File: config.mk
export PLATFORM = sky130hd
export DESIGN_NAME = fetch_mem_arbiter_flat
export DESIGN_NICKNAME = d
export VERILOG_FILES = /design/src/rtl/mips_pkg.sv /design/src/rtl/fetch_mem_arbiter_if.sv /design/src/rtl/arb_starve_cnt.sv /design/src/rtl/fetch_mem_arbiter.sv /design/src/flat_wrapper.sv
export SDC_FILE = /design/constraint.sdc
export NUM_CORES = 1
export LEC_CHECK = 0
export BUFFER_PORTS_ARGS = -buffer_cell sky130_fd_sc_hd__buf_2
export CORE_AREA = 2 2 72 74
export DETAILED_ROUTE_END_ITERATION = 10
export DIE_AREA = 0 0 74 76
export PLACE_DENSITY = 0.7
export SLEW_MARGIN = 5
export SYNTH_ARGS = -nofsm -noshare
export SYNTH_HDL_FRONTEND = slang
export SYNTH_SLANG_ARGS = --single-unit
File: constraint.sdc
create_clock -name clk -period 3.5 [get_ports clk]
set_input_delay 0.7 -clock clk [delete_from_list [all_inputs] [get_ports clk]]
set_output_delay 0.7 -clock clk [all_outputs]
set_load 0.01 [all_outputs]
File: src/rtl/mips_pkg.sv
// rtl/mips_pkg.sv - shared defaults and response-state type for fetch_mem_arbiter
package mips_pkg;

    localparam int DEF_ADDR_W     = 4;
    localparam int DEF_DATA_W     = 32;
    localparam int DEF_STARVE_MAX = 3;

    typedef enum logic [1:0] {
        RESP_NONE = 2'd0,
        RESP_IF   = 2'd1,
        RESP_D    = 2'd2
    } resp_state_e;

endpackage

File: src/rtl/fetch_mem_arbiter_if.sv
// rtl/fetch_mem_arbiter_if.sv - fetch/data request ports and shared RAM drive
interface fetch_mem_arbiter_if #(
    parameter int ADDR_W = mips_pkg::DEF_ADDR_W,
    parameter int DATA_W = mips_pkg::DEF_DATA_W
);
    logic              if_req;
    logic [ADDR_W-1:0] if_addr;
    logic              if_gnt;
    logic              if_valid;
    logic [DATA_W-1:0] if_rdata;
    logic              d_req;
    logic              d_we;
    logic [ADDR_W-1:0] d_addr;
    logic [DATA_W-1:0] d_wdata;
    logic              d_gnt;
    logic              d_valid;
    logic [DATA_W-1:0] d_rdata;
    logic [ADDR_W-1:0] ram_addr;
    logic [DATA_W-1:0] ram_din;
    logic              ram_we;
    logic              ram_en;
    logic [DATA_W-1:0] ram_dout;
    logic              stall;

    modport slave (
        input  if_req, if_addr, d_req, d_we, d_addr, d_wdata, ram_dout,
        output if_gnt, if_valid, if_rdata, d_gnt, d_valid, d_rdata,
        output ram_addr, ram_din, ram_we, ram_en, stall
    );

    modport master (
        output if_req, if_addr, d_req, d_we, d_addr, d_wdata, ram_dout,
        input  if_gnt, if_valid, if_rdata, d_gnt, d_valid, d_rdata,
        input  ram_addr, ram_din, ram_we, ram_en, stall
    );
endinterface

File: src/rtl/arb_starve_cnt.sv
// rtl/arb_starve_cnt.sv - saturating count of consecutive fetch denials
module arb_starve_cnt #(
    parameter int MAX = 3
) (
    input  logic clk,
    input  logic reset_n,
    input  logic inc,
    output logic full
);
    localparam int CW = (MAX < 1) ? 1 : $clog2(MAX + 1);

    logic [CW-1:0] cnt_q;
    logic [CW-1:0] cnt_d;

    always_comb begin
        full  = (cnt_q == CW'(MAX));
        cnt_d = '0;
        if (inc) begin
            cnt_d = full ? cnt_q : cnt_q + 1'b1;
        end
    end

    always_ff @(posedge clk or negedge reset_n) begin
        if (!reset_n) begin
            cnt_q <= '0;
        end else begin
            cnt_q <= cnt_d;
        end
    end
endmodule

File: src/rtl/fetch_mem_arbiter.sv
// rtl/fetch_mem_arbiter.sv - fetch/data arbiter for one single-port RAM
// ARB_ROUND_ROBIN_EN selects round-robin instead of fixed priority with starvation guard.
module fetch_mem_arbiter
    import mips_pkg::*;
#(
    parameter int ADDR_W     = DEF_ADDR_W,
    parameter int DATA_W     = DEF_DATA_W,
    parameter int STARVE_MAX = DEF_STARVE_MAX
) (
    input  logic                clk,
    input  logic                reset_n,
    fetch_mem_arbiter_if.slave  bus
);
    resp_state_e       state_q;
    resp_state_e       state_d;
    logic              if_wins;
    logic              if_gnt;
    logic              d_gnt;
    logic [ADDR_W-1:0] addr_sel;
    logic [DATA_W-1:0] rdata_zero;

`ifdef ARB_ROUND_ROBIN_EN
    logic last_d_q;
    logic last_d_d;

    // On contention the side that did not win most recently goes next.
    always_comb begin
        if_wins  = bus.if_req & (~bus.d_req | last_d_q);
        last_d_d = last_d_q;
        if (d_gnt) begin
            last_d_d = 1'b1;
        end else if (if_gnt) begin
            last_d_d = 1'b0;
        end
    end

    always_ff @(posedge clk or negedge reset_n) begin
        if (!reset_n) begin
            last_d_q <= 1'b0;
        end else begin
            last_d_q <= last_d_d;
        end
    end
`else
    logic starve_full;

    arb_starve_cnt #(.MAX(STARVE_MAX)) u_starve_cnt (
        .clk     (clk),
        .reset_n (reset_n),
        .inc     (bus.if_req & ~if_gnt),
        .full    (starve_full)
    );

    always_comb begin
        if_wins = bus.if_req & (~bus.d_req | starve_full);
    end
`endif

    always_comb begin
        if_gnt     = reset_n & if_wins;
        d_gnt      = reset_n & bus.d_req & ~if_wins;
        addr_sel   = d_gnt ? bus.d_addr : bus.if_addr;
        rdata_zero = '0;
        state_d    = RESP_NONE;
        if (if_gnt) begin
            state_d = RESP_IF;
        end else if (d_gnt) begin
            state_d = RESP_D;
        end
    end

    always_ff @(posedge clk or negedge reset_n) begin
        if (!reset_n) begin
            state_q <= RESP_NONE;
        end else begin
            state_q <= state_d;
        end
    end

    assign bus.if_gnt   = if_gnt;
    assign bus.d_gnt    = d_gnt;
    assign bus.stall    = bus.if_req & ~if_gnt;
    assign bus.ram_en   = if_gnt | d_gnt;
    assign bus.ram_we   = bus.d_we & d_gnt;
    assign bus.ram_addr = addr_sel;
    assign bus.ram_din  = bus.d_wdata;
    assign bus.if_valid = (state_q == RESP_IF);
    assign bus.d_valid  = (state_q == RESP_D);
    assign bus.if_rdata = (state_q == RESP_IF) ? bus.ram_dout : rdata_zero;
    assign bus.d_rdata  = (state_q == RESP_D) ? bus.ram_dout : rdata_zero;
endmodule

File: src/flat_wrapper.sv
// flat-port wrapper written by rule: the top's interface ports become plain ports
module fetch_mem_arbiter_flat import mips_pkg::*;
#(
    parameter int ADDR_W     = DEF_ADDR_W,
    parameter int DATA_W     = DEF_DATA_W,
    parameter int STARVE_MAX = DEF_STARVE_MAX
)
  (clk, reset_n, bus_if_req, bus_if_addr, bus_d_req, bus_d_we, bus_d_addr, bus_d_wdata, bus_ram_dout, bus_if_gnt, bus_if_valid, bus_if_rdata, bus_d_gnt, bus_d_valid, bus_d_rdata, bus_ram_addr, bus_ram_din, bus_ram_we, bus_ram_en, bus_stall);
  fetch_mem_arbiter_if #(.ADDR_W(ADDR_W), .DATA_W(DATA_W)) bus_i ();
  input  logic clk;
  input  logic reset_n;
  input wire logic [$bits(bus_i.if_req)-1:0] bus_if_req;
  input wire logic [$bits(bus_i.if_addr)-1:0] bus_if_addr;
  input wire logic [$bits(bus_i.d_req)-1:0] bus_d_req;
  input wire logic [$bits(bus_i.d_we)-1:0] bus_d_we;
  input wire logic [$bits(bus_i.d_addr)-1:0] bus_d_addr;
  input wire logic [$bits(bus_i.d_wdata)-1:0] bus_d_wdata;
  input wire logic [$bits(bus_i.ram_dout)-1:0] bus_ram_dout;
  output wire logic [$bits(bus_i.if_gnt)-1:0] bus_if_gnt;
  output wire logic [$bits(bus_i.if_valid)-1:0] bus_if_valid;
  output wire logic [$bits(bus_i.if_rdata)-1:0] bus_if_rdata;
  output wire logic [$bits(bus_i.d_gnt)-1:0] bus_d_gnt;
  output wire logic [$bits(bus_i.d_valid)-1:0] bus_d_valid;
  output wire logic [$bits(bus_i.d_rdata)-1:0] bus_d_rdata;
  output wire logic [$bits(bus_i.ram_addr)-1:0] bus_ram_addr;
  output wire logic [$bits(bus_i.ram_din)-1:0] bus_ram_din;
  output wire logic [$bits(bus_i.ram_we)-1:0] bus_ram_we;
  output wire logic [$bits(bus_i.ram_en)-1:0] bus_ram_en;
  output wire logic [$bits(bus_i.stall)-1:0] bus_stall;
  assign bus_i.if_req = bus_if_req;
  assign bus_i.if_addr = bus_if_addr;
  assign bus_i.d_req = bus_d_req;
  assign bus_i.d_we = bus_d_we;
  assign bus_i.d_addr = bus_d_addr;
  assign bus_i.d_wdata = bus_d_wdata;
  assign bus_i.ram_dout = bus_ram_dout;
  assign bus_if_gnt = bus_i.if_gnt;
  assign bus_if_valid = bus_i.if_valid;
  assign bus_if_rdata = bus_i.if_rdata;
  assign bus_d_gnt = bus_i.d_gnt;
  assign bus_d_valid = bus_i.d_valid;
  assign bus_d_rdata = bus_i.d_rdata;
  assign bus_ram_addr = bus_i.ram_addr;
  assign bus_ram_din = bus_i.ram_din;
  assign bus_ram_we = bus_i.ram_we;
  assign bus_ram_en = bus_i.ram_en;
  assign bus_stall = bus_i.stall;
  fetch_mem_arbiter #(.ADDR_W(ADDR_W), .DATA_W(DATA_W), .STARVE_MAX(STARVE_MAX)) u_core (.clk(clk), .reset_n(reset_n), .bus(bus_i));
endmodule
==> metrics.csv <==
stage;metric;value;unit
clock_network;clockRootBuffer;clkbuf_8;
critical_path;cpPeakStageDelay;0.71;ns
clock_network;tritoncts;done;
sta;rsz0062_at_grt;false;
logic_synthesis;post-synth-top-count-cell;and2_1;
place;dp_cells;280;
sta;hold-worst-slack;0.3277;ns
route;drt-initial-drc-count;17;
logic_synthesis;synth_edf_count;0;
logic_synthesis;synth_seq_cells;4;
sta;fmax;426.6;MHz
critical_path;cp_slowest_cell;and2b_1;
final_layout;syn2layout_area_growth;46.60;%
route;ant_nets;0;
logic_synthesis;synth_flop_cell;dfrtp_1;
logic_synthesis;ys_seq_area_share;10.27;%
final_layout;final_nets;293;
clock_network;cts_resized;0;
critical_path;critPathCaptureType;output pin;
hold_path;hp-class;in2async;
final_layout;final_core_util;29.09;%
sta;clock-skew-final;0.0002603;ns
status;status;finished, final reports clean;
critical_path;worstSetupStartpointType;register;
clock_network;cts_setup_buffers;0;
power;peakVddDrop;0.1755;mV
logic_synthesis;async_flop_share;100.0;%
die;initial_core_util;19.84;%
power;leakage;0.0009352;uW
clock_network;postCtsHoldBufs;0;
grt;grtUsageMet1;9.010;%
die;die_width;74;um
clock_network;cts-htree-levels;1;
critical_path;required;2.80;ns
logic_synthesis;synth_area;974.7;um^2
final_layout;num_antenna_cells;0;
sta;max_slew_margin;47.33;%
run;cap_violations;0;
place;dp_hpwl;2241;um
sta;hold_viol;0;
route;wire_per_inst;9.413;um
critical_path;cpLargestDelayFamily;simple AND/OR/NAND/NOR gates;
place;gp_congestion;0.6745;
logic_synthesis;ys_top_cells_by_area;and2_1 43%, buf_4 25%, dfrtp_1 10%;
place;portBuffers;119;
critical_path;crit_arrival;1.64;ns
logic_synthesis;ys_types;20;
clock_network;clock-sinks;4;
die;rows;26;
grt;busiest_layer;met2;
grt;grt_max_degree;34;
clock_network;clk_latency;0.21;ns
critical_path;crit_type;reg2out;
grt;antenna_found_initial;1;
route;num_vias;1069;
final_layout;nFillCells;538;
route;via_per_inst;3.777;
logic_synthesis;synth.top_cells.by_count;67 x and2_1, 32 x buf_4, 6 x buf_2;
grt;grt_use_met3;2.513;%
final_layout;drive_above_1_share;61.03;%
logic_synthesis;synth_warnings;0;
die;dieArea;5624;um^2
final_layout;layoutNonFillerInstCount;283;
logic_synthesis;syn_area_per_cell;7.556;um^2
sta;final_max_slew_viol_count;0;
sta;worst-slew-pin-transition;0.7900;ns
logic_synthesis;synth.top_cell.area_share;43.00;%
sta;setup_viol_count_final;0;
die;core-area;4912;um^2
die;io_pins;184;
logic_synthesis;syn-num-nets;207;
clock_network;cts_buffers;3;
logic_synthesis;yosys.area.top_type;and2_1;
critical_path;worstPathMaxFanout;33;
die;die_h;76;um
route;drt_wl_total;2664;um
clock_network;cts_buffer_depth;2;
grt;met2_usage;16.07;%
critical_path;cp_num_buf_inv;1;
sta;layout_min_cycle_time;2.344;ns
clock_network;clkTransAtPathRegs;0.03;ns
sta;tns;0;ns
critical_path;r2r_slack;2.29;ns
sta;fin_crit_sh;66.98;%
grt;grt-ovfl-total;0;
power;power_density;192.9;nW/um^2
grt;grt_pass1_vias;910;
critical_path;path_cells;and2b_1, and2_1, buf_2;
route;remaining_drc_errors;0;
grt;grt_use_total;8.678;%
logic_synthesis;synth_cells;129;
grt;grt_pass1_wl;3981;um
route;drt-pass1-iter-count;2;
layer usage:
layer | part of all wire (%) | vias to the layer above
met4 | 1.0 | 0
met5 | 0 | -
met1 | 36 | 443
li1 | - | 531
met3 | 16 | 6
met2 | 47 | 89
registers in the layout (all words and copies together) (netlist names):
register                   flops
u_core.state_q                 2
u_core.u_starve_cnt.cnt_q      2
final timing paths:
check	start	cells after the start	end
worst max-delay path	u_core.state_q[0]	3	bus_d_rdata[22]
worst min-delay path	reset_n	1	u_core.u_starve_cnt.cnt_q[0]
min in group clk	u_core.u_starve_cnt.cnt_q[0]	2	u_core.u_starve_cnt.cnt_q[0]
worst max register to register	u_core.u_starve_cnt.cnt_q[0]	4	u_core.u_starve_cnt.cnt_q[1]
max in group asynchronous	reset_n	1	u_core.state_q[0]
worst min register to register	u_core.u_starve_cnt.cnt_q[0]	2	u_core.u_starve_cnt.cnt_q[0]
area by class of cell:
class                           instances  area, um^2  share of cell area, %
Clock buffer                            3       41.29                  2.890
Inverter                                2       7.507                 0.5254
Multi-Input combinational cell         85       596.8                  41.77
Sequential cell                         4       100.1                  7.005
Tap cell                               70       87.58                  6.130
Timing Repair Buffer                  119       595.6                  41.68
kinds of logic (layout without fill, tap and decap cells):
logic type | count (synthesis) | after routing | synth area share (%)
AND/OR/NAND/NOR | 74 | 74 | 49.17
buffers and inverters | 40 | 124 | 28.50
multiplexers | 5 | 5 | 7.189
AO/OA/AOI/OAI | 4 | 4 | 2.696
flip-flops | 4 | 4 | 10.27
adder cells (fa/ha/maj) | 1 | 1 | 1.283
XOR/XNOR | 1 | 1 | 0.8988
report_power, final:
part / total [uW] / leakage [uW] / internal (uW) / switching [uW]
logic: 127 / 0.000861 / 66.2 / 61.3
registers: 52.5 / 0.0000524 / 50.3 / 2.14
clock network: 95.7 / 0.0000216 / 73.2 / 22.5
total: 276 / 0.000935 / 190 / 85.9
layout by cell type, fill, tap and decap left out:
cell | netlist | routed
ha_1 | 1 | 1
buf_2 | 6 | 119
nand2b_1 | 1 | 1
nand3b_1 | 1 | 1
nand3_4 | 1 | 1
and2b_1 | 2 | 2
dfrtp_1 | 4 | 4
o21a_1 | 1 | 1
and3_2 | 1 | 1
a21boi_0 | 1 | 1
o21ai_0 | 1 | 1
mux2_4 | 4 | 4
inv_2 | 1 | 1
xor2_1 | 1 | 1
and2_1 | 67 | 67
o22ai_1 | 1 | 1
inv_1 | 1 | 1
clkbuf_8 | 0 | 3
mux2i_1 | 1 | 1
nand2_2 | 1 | 1
per-stage QoR:
stage / power, uW / setup WS [ns] / instance area, um^2
after floorplan: 157.3 / 1.597 / 974.7
after global placement: 181.7 / 1.292 / 1388
after detailed placement: 183.0 / 1.274 / 1388
after CTS: 282.7 / 1.088 / 1429
after global routing: 297.4 / 0.9399 / 1429
final: 275.6 / 1.156 / 1429
(Power assumes the default switching activity.)
